### config.mk
export PLATFORM = sky130hd
export DESIGN_NAME = softcpu_exec
export DESIGN_NICKNAME = d
export VERILOG_FILES = /design/src/rtl/softcpu_exec.sv
export SDC_FILE = /design/constraint.sdc
export NUM_CORES = 1
export LEC_CHECK = 0
export ABC_AREA = 1
export CAP_MARGIN = 20
export CORE_MARGIN = 5
export CORE_UTILIZATION = 50
export CTS_CLUSTER_DIAMETER = 150
export DETAILED_ROUTE_END_ITERATION = 16
export PLACE_DENSITY = 0.71
export SYNTH_ARGS = -nofsm -noshare
export SYNTH_HDL_FRONTEND = slang
export SYNTH_SLANG_ARGS = --single-unit
### constraint.sdc
create_clock -name clock -period 3 [get_ports clock]
set_clock_uncertainty 0.15 [all_clocks]
set_input_delay 0.6 -clock clock [delete_from_list [all_inputs] [get_ports clock]]
set_output_delay 0.6 -clock clock [all_outputs]
set_load 0.05 [all_outputs]
### src/rtl/softcpu_exec.sv
// softcpu_exec: a small multi-cycle execute core.
// Each instruction walks FETCH -> EXEC -> WB, so every instruction sees
// its predecessor's writeback without forwarding or interlocks.
// Operands are either an immediate or a register selected by the low bits
// of the operand field. Results are written back to rd in WB.
module softcpu_exec #(
    parameter int unsigned DATA_W = 8,
    parameter int unsigned NREG   = 16,
    parameter int unsigned ADDR_W = 16,
    localparam int unsigned RSEL_W  = $clog2(NREG),
    localparam int unsigned INSTR_W = 4 + 2 * (1 + DATA_W) + RSEL_W
) (
    input  logic               clock,
    input  logic               reset,
    output logic [ADDR_W-1:0]  instr_addr,
    output logic               instr_req,
    input  logic               instr_valid,
    input  logic [INSTR_W-1:0] instr_data,
    output logic [DATA_W-1:0]  out_data,
    output logic               out_valid,
    output logic               flag_carry,
    output logic               flag_zero,
    output logic               halted
);

    // Instruction word layout, MSB first: opcode, A flag, A field,
    // B flag, B field, rd.
    localparam int unsigned OP_LSB = INSTR_W - 4;
    localparam int unsigned AF_BIT = RSEL_W + 2 * DATA_W + 1;
    localparam int unsigned AV_LSB = RSEL_W + DATA_W + 1;
    localparam int unsigned BF_BIT = RSEL_W + DATA_W;
    localparam int unsigned BV_LSB = RSEL_W;

    typedef enum logic [3:0] {
        OpNop  = 4'h0,
        OpAdd  = 4'h1,
        OpSub  = 4'h2,
        OpAnd  = 4'h3,
        OpOr   = 4'h4,
        OpXor  = 4'h5,
        OpMov  = 4'h6,
        OpOut  = 4'h7,
        OpHalt = 4'hF
    } opcode_e;

    typedef enum logic [1:0] {
        StFetch,
        StExec,
        StWb,
        StHalt
    } state_e;

    state_e              state_q;
    logic [ADDR_W-1:0]   ip_q;
    logic [INSTR_W-1:0]  instr_q;
    logic [DATA_W-1:0]   result_q;
    logic [DATA_W-1:0]   regs_q [NREG];
    logic                carry_q;
    logic                zero_q;
    logic [DATA_W-1:0]   out_data_q;
    logic                out_valid_q;
    logic                halted_q;

    opcode_e             opcode;
    logic [DATA_W-1:0]   a_field;
    logic [DATA_W-1:0]   b_field;
    logic [RSEL_W-1:0]   rd;
    logic [DATA_W-1:0]   op_a;
    logic [DATA_W-1:0]   op_b;
    logic [DATA_W:0]     sum;
    logic [DATA_W:0]     diff;
    logic [DATA_W-1:0]   alu_res;
    logic                alu_carry;
    logic                sets_flags;
    logic                writes_rd;
    logic                fetch_accept;

    // Decode the latched instruction, fetch operands and evaluate the ALU.
    always_comb begin
        opcode     = opcode_e'(instr_q[OP_LSB +: 4]);
        a_field    = instr_q[AV_LSB +: DATA_W];
        b_field    = instr_q[BV_LSB +: DATA_W];
        rd         = instr_q[RSEL_W-1:0];
        // Register operands ignore the upper bits of the field.
        op_a       = instr_q[AF_BIT] ? regs_q[RSEL_W'(a_field)] : a_field;
        op_b       = instr_q[BF_BIT] ? regs_q[RSEL_W'(b_field)] : b_field;
        sum        = {1'b0, op_a} + {1'b0, op_b};
        // The extra MSB of the difference is the borrow, i.e. A < B.
        diff       = {1'b0, op_a} - {1'b0, op_b};
        alu_res    = '0;
        alu_carry  = 1'b0;
        sets_flags = 1'b0;
        writes_rd  = 1'b0;
        case (opcode)
            OpAdd: begin
                alu_res    = sum[DATA_W-1:0];
                alu_carry  = sum[DATA_W];
                sets_flags = 1'b1;
                writes_rd  = 1'b1;
            end
            OpSub: begin
                alu_res    = diff[DATA_W-1:0];
                alu_carry  = diff[DATA_W];
                sets_flags = 1'b1;
                writes_rd  = 1'b1;
            end
            OpAnd: begin
                alu_res    = op_a & op_b;
                sets_flags = 1'b1;
                writes_rd  = 1'b1;
            end
            OpOr: begin
                alu_res    = op_a | op_b;
                sets_flags = 1'b1;
                writes_rd  = 1'b1;
            end
            OpXor: begin
                alu_res    = op_a ^ op_b;
                sets_flags = 1'b1;
                writes_rd  = 1'b1;
            end
            OpMov: begin
                alu_res   = op_a;
                writes_rd = 1'b1;
            end
            default: ;
        endcase
    end

    // Requests are masked while reset is high so the first cycle after
    // release already carries a request.
    assign instr_req    = (state_q == StFetch) && !reset;
    assign fetch_accept = instr_req && instr_valid;

    // Instruction sequencer, register file, flags and output strobe.
    always_ff @(posedge clock) begin
        if (reset) begin
            state_q     <= StFetch;
            ip_q        <= '0;
            instr_q     <= '0;
            result_q    <= '0;
            regs_q      <= '{default: '0};
            carry_q     <= 1'b0;
            zero_q      <= 1'b0;
            out_data_q  <= '0;
            out_valid_q <= 1'b0;
            halted_q    <= 1'b0;
        end else begin
            out_valid_q <= 1'b0;
            unique case (state_q)
                StFetch: begin
                    if (fetch_accept) begin
                        instr_q <= instr_data;
                        ip_q    <= ip_q + ADDR_W'(1);
                        state_q <= StExec;
                    end
                end
                StExec: begin
                    if (opcode == OpHalt) begin
                        halted_q <= 1'b1;
                        state_q  <= StHalt;
                    end else begin
                        result_q <= alu_res;
                        if (sets_flags) begin
                            carry_q <= alu_carry;
                            zero_q  <= (alu_res == '0);
                        end
                        // Strobe lands in the WB cycle; data holds until next OUT.
                        if (opcode == OpOut) begin
                            out_data_q  <= op_a;
                            out_valid_q <= 1'b1;
                        end
                        state_q <= StWb;
                    end
                end
                StWb: begin
                    if (writes_rd) begin
                        regs_q[rd] <= result_q;
                    end
                    state_q <= StFetch;
                end
                StHalt: begin
                    state_q <= StHalt;
                end
                default: state_q <= StFetch;
            endcase
        end
    end

    assign instr_addr = ip_q;
    assign out_data   = out_data_q;
    assign out_valid  = out_valid_q;
    assign flag_carry = carry_q;
    assign flag_zero  = zero_q;
    assign halted     = halted_q;

endmodule

==> flow_summary_export.csv <==
group,metric,value,unit
timing,max_freq,305,MHz
synth,synthCells,1629,
power_and_ir_drop,power_density,474,nW/um^2
drt,dr_total_vias,11941,
placed_design,io_buffers,57,
drt,dr.pass1.iters,6,
global_route,grt_use_total,30.6,%
timing,finalSetupViolCount,7,
clock_tree,cts_buffer_depth,2,
timing,period_minus_slack,3.28,ns
global_route,grt_pass1_wl,60400,um
timing,tightest_slew,0.983,ns
clock_tree,clock_latency,0.45,ns
power_and_ir_drop,ir_drop,0.313,mV
timing,max_slew_margin,34.4,%
layout,drive_gt1_share,20.1,%
layout,nets,1832,
synth,synth_most_common_cell,"nand2_1",
synth,synthTopCellsByCount,"nand2_1, a21oi_1, o21ai_0",
clock_tree,htreeDepth,4,
die,die_h,158,um
synth,synth_seq_cells,192,
die,die_area,25000,sq um
critical_path,worst_ep_arrival_time,3.50,ns
layout,final_area,13900,sq um
timing,drv_slew,0,
synth,synth_ff_type,"dfxtp_1",
timing,final.setup.worst_slack,-0.281,ns
worst_hold_path,min_path_type,"flop to flop",
critical_path,end_kind,"flop",
run_status,violations,"negative setup slack",
synth,netlist_area,11000,sq um
placed_design,finalWeightedCongestion,0.977,
layout,multiInputGateArea,6190,sq um
global_route,gr-total-overflow,0,
layout,n_fill_cell,1968,
timing,rsz0062_at_grt,"true",
synth,syn_nets,1685,
synth,synth_top_cell_area_share,35.1,%
power_and_ir_drop,cellLeakagePower,5.47,nW
synth,synthSimpleGateAreaFrac,25.3,%
critical_path,start_kind,"flop",
clock_tree,cts_made_buffers,17,
clock_tree,clk_pin_slew,0.08,ns
synth,synthDistinctLibCells,50,
critical_path,cp.required,3.22,ns
die,coreArea,21700,sq um
layout,area_growth,27.2,%
timing,period_share,109,%
global_route,antenna_found_initial,0,
power_and_ir_drop,finalPower,6.60,mW
synth,synth_top_family_by_area,"simple AND/OR/NAND/NOR gates",
placed_design,placed_cell_area,12700,sq um
critical_path,cp_max_fo,7,
timing,hold_viol,0,
drt,drt-wirelength-per-cell,18.6,um
die,ios,58,
die,fp-row-count,54,
synth,synthAdderAreaFrac,3.22,%
timing,tns,-0.951,ns
synth,synth.mux.area_fraction,0,%
synth,synth_edf_count,0,
synth,synth_warnings,0,
placed_design,dp_hpwl,26400,um
global_route,grt_max_degree,151,
run_status,status,"finished, violations left",
critical_path,path_class,"flop to flop",
synth,synth_xor_area_share,0.240,%
clock_tree,holdBufCountCts,0,
clock_tree,clockRootBuffer,"clkbuf_16",
layout,seqCellArea,3860,sq um
synth,yosysTopAreaCell,"dfxtp_1",
global_route,grt_pass1_vias,11087,
die,start_util,50.5,%
job,cap_violations,0,
synth,synth_compound_area_share,24.5,%
drt,vias_per_cell,5.77,
synth,synthTopCellsByArea,"dfxtp_1, nand2_1, a21oi_1",
synth,synth-async-reset-ratio,0,%
die,die_x,158,um
clock_tree,cts_tree,"done",
synth,seq_area_frac_synth,35.1,%
layout,n_antenna_cell,0,
synth,synth.avg_cell_area,6.72,sq um
layout,final_core_util,64.2,%
drt,drc_errors,0,
drt,ant_nets,0,
clock_tree,cts.sinks,192,
drt,drt-initial-drc-count,1250,
drt,wl,38400,um
sequential cells by signal, indices dropped and copies added, names as in the netlist:
signal,cells
regs_q,128
instr_q,26
instr_addr,16
out_data,8
result_q,8
state_q,2
flag_carry,1
flag_zero,1
halted,1
out_valid,1
power by group:
group / switching [mW] / internal, mW
Clock: 1.16 / 1.20
Combinational: 0.897 / 0.660
Sequential: 0.0875 / 2.59
cells by family (layout without fill, tap and decap cells):
group,after synthesis,in the layout
flops,192,192
fa+ha+maj,27,27
xor+xnor,3,3
compound gates,497,497
buf+inv,305,465
simple gates,605,605
final timing paths:
| check | from | to | slack (ns) | cells past startpoint |
|---|---|---|---|---|
| max | instr_q[4]$_SDFFE_PP0P_ | flag_zero$_SDFFE_PP0P_ | -0.28 | 22 |
| min | instr_q[20]$_SDFFE_PP0P_ | instr_q[20]$_SDFFE_PP0P_ | 0.31 | 2 |
| max reg2reg | instr_q[4]$_SDFFE_PP0P_ | flag_zero$_SDFFE_PP0P_ | -0.28 | 22 |
| min reg2reg | instr_q[20]$_SDFFE_PP0P_ | instr_q[20]$_SDFFE_PP0P_ | 0.31 | 2 |
stage by stage:
step	hold WS [ns]	worst slack (ns)	std cells
after floorplan	0.275	0.0140	1629
after global placement	0.291	-0.543	2018
after detailed placement	0.300	-0.574	2018
after CTS	0.312	-0.175	2060
after global routing	0.334	-0.385	2069
final	0.309	-0.281	2069
area by class of cell:
class | instances | area share (%)
multi-input cells | 1132 | 44.4
flip-flops and latches | 192 | 27.7
repair buffers | 235 | 15.6
inverters | 198 | 5.44
clock buffers | 17 | 3.05
well taps | 280 | 2.51
clock inverters | 15 | 1.28
routing by layer:
layer,share of wire [%],wire length [um],track usage [%],vias up
li1,-,-,-,5747
met1,43,16500,42.8,5404
met2,43,16500,46.5,670
met3,10,4000,6.56,120
met4,3.7,1440,11.7,0
met5,0,0,0,-
layout by cell type, fill, tap and decap left out, types with 10 or more instances in the layout:
| cell type | Yosys | routed |
|---|---|---|
| nand2_1 | 293 | 276 |
| a21oi_1 | 213 | 202 |
| dfxtp_1 | 192 | 188 |
| nand3_1 | 191 | 180 |
| inv_1 | 190 | 175 |
| o21ai_0 | 197 | 173 |
| buf_4 | 1 | 152 |
| nor2_1 | 71 | 64 |
| clkdlybuf4s50_1 | 0 | 55 |
| o21ai_1 | 18 | 35 |
| a21oi_2 | 16 | 26 |
| nand2_2 | 6 | 23 |
| o211ai_1 | 19 | 19 |
| clkbuf_16 | 0 | 18 |
| inv_2 | 6 | 16 |
| nand3_2 | 4 | 15 |
| ha_1 | 25 | 14 |
| buf_12 | 2 | 12 |
| nand4_1 | 10 | 10 |
timing repair:
| action | CTS | global route |
|---|---|---|
| endpoints found under the setup margin | 9 | 11 |
| resized for setup | 100 | 50 |
| pin swaps | 22 | 36 |
| buffers inserted | 8 | 8 |
| gates cloned | 2 | 1 |
| endpoints found under the hold margin | 0 | 0 |
worst max-delay path, cell delays in order, from the launching register on:
cell and delay (ns):
dfxtp_4 0.38, buf_6 0.13, clkbuf_16 0.15, a21oi_4 0.14
a21oi_2 0.04, a21oi_1 0.13, o21ai_1 0.10, nand2_1 0.10
nand2_2 0.09, o21ai_4 0.12, ha_4 0.18, inv_2 0.04
fa_2 0.52, inv_1 0.04, nand2_1 0.06, o211ai_1 0.09
nor2_1 0.19, nand2_1 0.10, nor2_2 0.08, nand2_1 0.07
nor2_1 0.10, nand3_1 0.08, a21oi_1 0.13
Note: power is estimated with default switching activity, not from simulation.
